<file path="src/rtl/req_ack_latency_monitor.sv">
// Multi-channel req/ack latency monitor: measures req-rise to ack-rise
// cycles per channel and flags early, timeout, spurious and overlap events.
module req_ack_latency_monitor #(
    parameter int NUM_CH  = 4,
    parameter int CNT_W   = 8,
    parameter int LAT_MIN = 5,
    parameter int LAT_MAX = 5
) (
    input  logic                    clk,
    input  logic                    rst_n,
    input  logic [NUM_CH-1:0]       req,
    input  logic [NUM_CH-1:0]       ack,
    input  logic                    err_clr,
    output logic [NUM_CH-1:0]       done,
    output logic [NUM_CH-1:0]       ok,
    output logic [NUM_CH*CNT_W-1:0] lat,
    output logic [NUM_CH-1:0]       err_early,
    output logic [NUM_CH-1:0]       err_timeout,
    output logic [NUM_CH-1:0]       err_spurious,
    output logic [NUM_CH-1:0]       err_overlap,
    output logic [NUM_CH-1:0]       err_sticky
);

    typedef enum logic [1:0] {
        IDLE = 2'd0,
        WAIT = 2'd1,
        LATE = 2'd2
    } state_t;

    localparam logic [CNT_W-1:0] CNT_SAT = {CNT_W{1'b1}};
    localparam logic [CNT_W-1:0] MIN_C   = CNT_W'(LAT_MIN);
    localparam logic [CNT_W-1:0] MAX_C   = CNT_W'(LAT_MAX);

    state_t                        state_q [NUM_CH];
    state_t                        state_d [NUM_CH];
    logic [NUM_CH-1:0][CNT_W-1:0]  cnt_q, cnt_d, cnt_inc;
    logic [NUM_CH-1:0][CNT_W-1:0]  lat_q, lat_d;
    logic [NUM_CH-1:0]             req_q, req_d, ack_q, ack_d;
    logic [NUM_CH-1:0]             done_q, done_d, ok_q, ok_d;
    logic [NUM_CH-1:0]             early_q, early_d, tout_q, tout_d;
    logic [NUM_CH-1:0]             spur_q, spur_d, ovl_q, ovl_d;
    logic [NUM_CH-1:0]             sticky_q, sticky_d;
    logic [NUM_CH-1:0]             req_rise, ack_rise;

    assign req_rise = req & ~req_q;
    assign ack_rise = ack & ~ack_q;

    for (genvar g = 0; g < NUM_CH; g++) begin : g_inc
        assign cnt_inc[g] = cnt_q[g] + CNT_W'(1);
    end

    always_comb begin
        req_d    = req;
        ack_d    = ack;
        cnt_d    = cnt_q;
        lat_d    = lat_q;
        done_d   = '0;
        ok_d     = '0;
        early_d  = '0;
        tout_d   = '0;
        spur_d   = '0;
        ovl_d    = '0;
        sticky_d = err_clr ? '0 : sticky_q;
        for (int i = 0; i < NUM_CH; i++) begin
            state_d[i] = state_q[i];
            unique case (state_q[i])
                IDLE: begin
                    spur_d[i] = ack_rise[i];
                    if (req_rise[i]) begin
                        state_d[i] = WAIT;
                        cnt_d[i]   = '0;
                    end
                end
                WAIT: begin
                    if (ack_rise[i]) begin
                        lat_d[i]   = cnt_inc[i];
                        done_d[i]  = 1'b1;
                        ok_d[i]    = (cnt_inc[i] >= MIN_C) &&
                                     (cnt_inc[i] <= MAX_C);
                        early_d[i] = (cnt_inc[i] < MIN_C);
                        // A same-edge req rise opens the next transaction
                        state_d[i] = req_rise[i] ? WAIT : IDLE;
                        cnt_d[i]   = '0;
                    end else begin
                        ovl_d[i] = req_rise[i];
                        if (cnt_q[i] == MAX_C) begin
                            tout_d[i]  = 1'b1;
                            state_d[i] = LATE;
                        end else if (cnt_q[i] != CNT_SAT) begin
                            cnt_d[i] = cnt_inc[i];
                        end
                    end
                end
                LATE: begin
                    if (ack_rise[i]) begin
                        state_d[i] = req_rise[i] ? WAIT : IDLE;
                        cnt_d[i]   = '0;
                    end else begin
                        ovl_d[i] = req_rise[i];
                    end
                end
                default: begin
                    state_d[i] = IDLE;
                end
            endcase
        end
        // Set wins over a same-edge clear
        sticky_d = sticky_d | early_d | tout_d | spur_d | ovl_d;
    end

    always_ff @(posedge clk or negedge rst_n) begin
        if (!rst_n) begin
            for (int i = 0; i < NUM_CH; i++) begin
                state_q[i] <= IDLE;
            end
            cnt_q    <= '0;
            lat_q    <= '0;
            req_q    <= '0;
            ack_q    <= '0;
            done_q   <= '0;
            ok_q     <= '0;
            early_q  <= '0;
            tout_q   <= '0;
            spur_q   <= '0;
            ovl_q    <= '0;
            sticky_q <= '0;
        end else begin
            state_q  <= state_d;
            cnt_q    <= cnt_d;
            lat_q    <= lat_d;
            req_q    <= req_d;
            ack_q    <= ack_d;
            done_q   <= done_d;
            ok_q     <= ok_d;
            early_q  <= early_d;
            tout_q   <= tout_d;
            spur_q   <= spur_d;
            ovl_q    <= ovl_d;
            sticky_q <= sticky_d;
        end
    end

    assign done         = done_q;
    assign ok           = ok_q;
    assign lat          = lat_q;
    assign err_early    = early_q;
    assign err_timeout  = tout_q;
    assign err_spurious = spur_q;
    assign err_overlap  = ovl_q;
    assign err_sticky   = sticky_q;

endmodule

</file>
<file path="config.mk">
export PLATFORM = sky130hd
export DESIGN_NAME = req_ack_latency_monitor
export DESIGN_NICKNAME = d
export VERILOG_FILES = /design/src/rtl/req_ack_latency_monitor.sv
export SDC_FILE = /design/constraint.sdc
export NUM_CORES = 1
export LEC_CHECK = 0
export ABC_AREA = 1
export BUFFER_PORTS_ARGS = -buffer_cell sky130_fd_sc_hd__clkbuf_2
export CORE_ASPECT_RATIO = 0.75
export CORE_UTILIZATION = 40
export DETAILED_ROUTE_END_ITERATION = 6
export GPL_TIMING_DRIVEN = 0
export SYNTH_ARGS = -nofsm -noshare
export SYNTH_HDL_FRONTEND = slang
export SYNTH_SLANG_ARGS = --single-unit
</file>
<file path="constraint.sdc">
create_clock -name clk -period 2.4 [get_ports clk]
set_input_delay 0.48 -clock clk [delete_from_list [all_inputs] [get_ports clk]]
set_output_delay 0.48 -clock clk [all_outputs]
set_load 0.05 [all_outputs]
</file>
* Yosys cells after proc, flatten, opt, wreduce, memory -nomap -nowiden
Index checks and enable logic that the tools add are counted.
** Storage, ports and cells
- Logic and storage cells :: 206
- Bits of input ports :: 11
- Output and inout bits :: 60
- Register bits after elaboration :: 108
** Cells by class
- Magnitude comparators :: 12
- Reductions and logical operators :: 28
- $add $sub $neg :: 4
- Bitwise operators :: 8
- Muxes and demuxes :: 97
- Equal/unequal tests :: 36
** Operator list (count)
- 8-bit two-way mux :: 20
- 8-bit case mux with 3 select lines :: 4
- 1-bit two-way mux :: 52
- 3-bit != test, second input constant :: 12
- 8-bit by 1-bit adder with 8-bit output, second input constant :: 4
- 8-bit by 3-bit == test with 1-bit output, second input constant :: 4
- 8-bit by 3-bit >= comparator with 1-bit output, second input constant :: 4
- 8-bit by 3-bit <= comparator with 1-bit output, second input constant :: 4
- 8-bit by 3-bit < comparator with 1-bit output, second input constant :: 4
- 2-bit two-way mux :: 16
- 8-bit != test, second input constant :: 4
- 2-bit case mux with 3 select lines :: 4
- 5-bit AND reduction :: 4
- 2-bit != test, second input constant :: 8
- 4-bit OR :: 4
- 3-bit AND reduction :: 4
- 3-bit nonzero test :: 4
- 4-bit bitwise AND :: 2
- 2-bit by 1-bit == test with 1-bit output, second input constant :: 4
- 2-bit == test, second input constant :: 4
- 2-bit logical NOT :: 4
- 4-bit inverter :: 2
- 2-bit AND reduction :: 4
- 2-bit OR reduction :: 4
- other kinds (2) :: 5

* Depth between registers and ports, before layout
- Word-level depth :: 8
- Depth in mapped cells :: 10
- Gate-level depth less buffers :: 10

* Worst setup path before layout
OpenSTA, ideal clock, no wires.
- Path type :: reg-to-reg
- Start point :: reg state_q[3] (netlist name)
- End point :: reg lat_q, in the netlist lat[18]
- Buffers on the path :: 1
- Required time :: 2.268 ns
- Library setup time :: 0.132 ns
- Cell stages (with the launch flop) :: 9
- Data arrival time :: 1.268 ns
- Period minus slack after synthesis :: 1.400 ns
- Setup slack :: 1.000 ns
- Path through :: dfrtp_1 inv_1 ha_1 inv_1 nor2_1 inv_1 buf_2 nand2_1 o21ai_0
** On the way
- Cells in the longest elaborated chain, start to end :: 2
** Ends and longest elaborated chain
- start: declaration :: RTL line 34 : state_t state_q [NUM_CH];
- start signal: assignment :: RTL line 128 : state_q <= state_d;
- 2-bit by 1-bit == test with 1-bit output :: RTL line 66 : unique case (state_q[i])
- 2-bit AND reduction (no line)
- end signal: assignment :: RTL line 130 : lat_q <= lat_d;
- end: declaration :: RTL line 37 : logic [NUM_CH-1:0][CNT_W-1:0] lat_q, lat_d;
Every way passes these cells.
A chain may end at the register's enable or synchronous reset.

* Worst setup path after layout
- Start point :: reg state_q[7] (netlist name)
- End point :: reg sticky_q[0] (netlist: err_sticky[0])
** On the way
- Cells in the longest elaborated chain, start to end :: 6
- Elaborated cells between the ends (all ways) :: 12
- Classes of those cells :: eq/ne (2); mux (4); bitwise (4); reduce/logical (2)
** Ends and longest elaborated chain
- 2-bit by 1-bit == test with 1-bit output :: RTL line 66
- 1-bit two-way mux :: RTL line 66
- 4-bit OR (3 in a row) :: RTL line 108 : sticky_d = sticky_d | early_d | tout_d | spur_d | ovl_d;
- 4-bit OR * :: RTL line 108
- net sticky_d[0] :: RTL line 42 : logic [NUM_CH-1:0] sticky_q, sticky_d;
- end signal: assignment :: RTL line 139 : sticky_q <= sticky_d;
- end: declaration :: RTL line 42
The timed path passes the listed nets; every way through them passes the cells marked *.

==> reports/qor.yml <==
crit_path_end_kind: "flop"
setup_ws_ns: 0.6572
yosys.area_share.xor_xnor_pct: 0.7659
cap_violations: 0
floorplan.die_area_um2: 14780
tightest_slew_ns: 0.8273
irDropWorstVdd_mv: 0.4747
netlist.area_leader.share_pct: 47.26
cp.arrival_ns: 2.04
track_usage_pct: 17.74
die_w_um: 140.1
finalHoldViolations: 0
syn_inst: 748
via_per_inst: 4.617
tns_ns: 0
final_util_pct: 47.56
start_kind: "flop"
synthSimpleGateAreaFrac_pct: 32.30
crit_type: "flop to flop"
syn_nets: 789
ys_ff_latch: 108
worstHoldPathType: "input pin to async pin"
ctsResizeCount: 0
clockBufferDepth: 2
routed_wl_um: 12040
synth.yosys.seq_area_share_pct: 47.26
layout-drive-gt1-share_pct: 15.23
stdcell_count: 1009
cts.sinks: 108
synth_mux_area_share_pct: 0
ant_nets: 0
drtPass1Iterations: 4
grt_pass1_vias: 4260
grt_antenna_before_repair: 0
start_util_pct: 41.31
fin_crit_sh_pct: 72.62
cts_max_level: 3
drtIter0Drc: 332
fp-row-count: 37
ios: 71
antennaDiodeCount: 0
synth_largest_area_cell: "dfrtp_1"
max_stage_delay_ns: 0.42
rsz0062_at_grt: "no"
crit_start: "state_q[7]"
status: "completed"
vias: 4659
grt_max_degree: 109
crit_family: "simple AND/OR/NAND/NOR gates"
path_clk_slew_ns: 0.07
cts_tree: "built"
cp.buffers_inverters: 2
slew_headroom_pct: 44.84
grt_overflow: 0
drc: 0
cts-hold-fix-buffers: 0
synthesis.area_per_instance_um2: 7.644
period_needed_ns: 1.743
yosys_warnings: 0
ys_top_cells_by_area: "dfrtp_1 47%, nand2_1 17%, inv_1 7.2%"
p_leak_nw: 3.683
fp.dieH_um: 105.5
synthAdderAreaFrac_pct: 6.565
dp_hpwl_um: 8947
worstPathCellList: "inv_1, ha_1, inv_1, nor2_2, nand3_1, nor2_1, nand3_1, nand2_1"
worstPathMaxFanout: 8
fp.coreArea_um2: 13840
synth_top_family_by_area: "simple AND/OR/NAND/NOR gates"
fmax_mhz: 573.8
setup_viol_count_final: 0
skew_ns: 0.008380
dp_slack_ns: 0.6472
wl_per_cell_um: 11.93
synthToLayoutAreaGrowth_pct: 15.14
gp_congestion: 0.8369
netlist_area_um2: 5718
slowest_stage: "dfrtp_1"
placed_cells_incl_taps: 993
clock_latency_ns: 0.36
final_max_slew_viol_count: 0
post_cts_buffers: 0
cts-buffers-inserted: 9
reg2reg_from: "state_q[7]"
synth_compound_area_share_pct: 4.858
synth.distinct_cells: 27
powerDensity_nw_per_um2: 907.3
nNetsFinal: 870
cts_root_buf: "clkbuf_16"
grt_pass1_wl_um: 20710
worst_ep_required_time_ns: 2.70
io_buffer_count: 70
-- cells in the mapped netlist --
| cell | instances |
|---|---|
| nand2_1 | 261 |
| inv_1 | 110 |
| dfrtp_1 | 108 |
| nor2_1 | 75 |
| nand3_1 | 53 |
| ha_1 | 30 |
| o21ai_0 | 27 |
| nor2_2 | 18 |
| nand4_1 | 9 |
| nand2_2 | 6 |
| o21bai_1 | 6 |
| a21oi_1 | 5 |
| buf_2 | 5 |
| o21a_1 | 5 |
| buf_4 | 4 |
| nand3b_1 | 4 |
| xnor2_1 | 4 |
| nor3_1 | 3 |
| a31oi_1 | 2 |
| nand3_2 | 2 |
| nor2_4 | 2 |
| nor3_2 | 2 |
| o21ai_1 | 2 |
| o22ai_1 | 2 |
| inv_2 | 1 |
| or2_2 | 1 |
| xor2_1 | 1 |
-- final timing paths --
check	end	slack, ns	cells past startpoint
min in group clk	req_q[1]	0.25	1
min	lat[10]	0.23	1
max in group asynchronous	lat[27]	1.61	1
max	err_sticky[0]	0.66	8
max reg2reg	err_sticky[0]	0.66	8
min reg2reg	lat[26]	0.48	2
-- flip-flops by register name, indices dropped and copies added, names as in the netlist --
signal / cells
err_sticky: 4
err_timeout: 4
req_q: 4
cnt_q: 32
err_spurious: 4
state_q: 8
ok: 4
err_early: 4
done: 4
lat: 32
err_overlap: 4
ack_q: 4
-- worst reg2reg max path: stages (launching register included) --
cell	delay, ns
dfrtp_1	0.42
inv_1	0.13
ha_1	0.20
inv_1	0.06
nor2_2	0.30
nand3_1	0.18
nor2_1	0.12
nand3_1	0.17
nand2_1	0.10
-- through the flow --
| step | cell area (um2) | power [W] | hold WS (ns) |
|---|---|---|---|
| after global routing | 6584 | 0.006409 | 0.2385 |
| after detailed placement | 6296 | 0.004603 | 0.4661 |
| after global placement | 6287 | 0.004591 | 0.4635 |
| after floorplan | 5718 | 0.004008 | 0.1844 |
| final | 6584 | 0.005973 | 0.2348 |
| after CTS | 6584 | 0.006063 | 0.2319 |
-- report_power, final --
| part | switching (W) | total (W) | internal (W) | leakage (nW) |
|---|---|---|---|---|
| sequential | 0.000223 | 0.00233 | 0.00210 | 1.44 |
| combinational | 0.00164 | 0.00222 | 0.000575 | 2.10 |
| clock | 0.000689 | 0.00143 | 0.000741 | 0.137 |
-- area by class of cell --
class / count / area (um2)
buffer: 9 / 55.05
clock buffer: 10 / 239.0
clock inverter: 6 / 48.80
fill: 1388 / 7258
inverter: 111 / 416.7
multi-input combinational: 520 / 2544
sequential: 108 / 2703
tap: 175 / 219.0
timing repair buffer: 70 / 359.1
-- cells by family (layout without fill, tap and decap cells) --
kind of cell,after synthesis,in the layout
fa+ha+maj,30,30
simple gates,436,436
buf+inv,120,206
compound gates,49,49
xor+xnor,5,5
flops,108,108
-- placed cells by master (no fill, tap or decap), types with 5 or more instances in the layout --
master,Yosys,layout
o21a_1,5,5
nand4_1,9,9
inv_1,110,110
clkbuf_2,0,69
nand2_1,261,261
clkbuf_16,0,9
dfrtp_1,108,108
o21ai_0,27,27
buf_2,5,5
nor2_1,75,75
ha_1,30,30
nand2_2,6,6
nand3_1,53,53
nor2_2,18,18
o21bai_1,6,6
a21oi_1,5,5
-- layer usage --
layer	wire length, um	global-route usage [%]	part of all wire (%)	vias up
met4	129	4.945	1.1	0
li1	-	-	-	2473
met5	0	0	0	-
met1	6613	26.19	55	2113
met3	378	4.180	3.1	9
met2	4917	25.71	41	64
(Power assumes the default switching activity.)
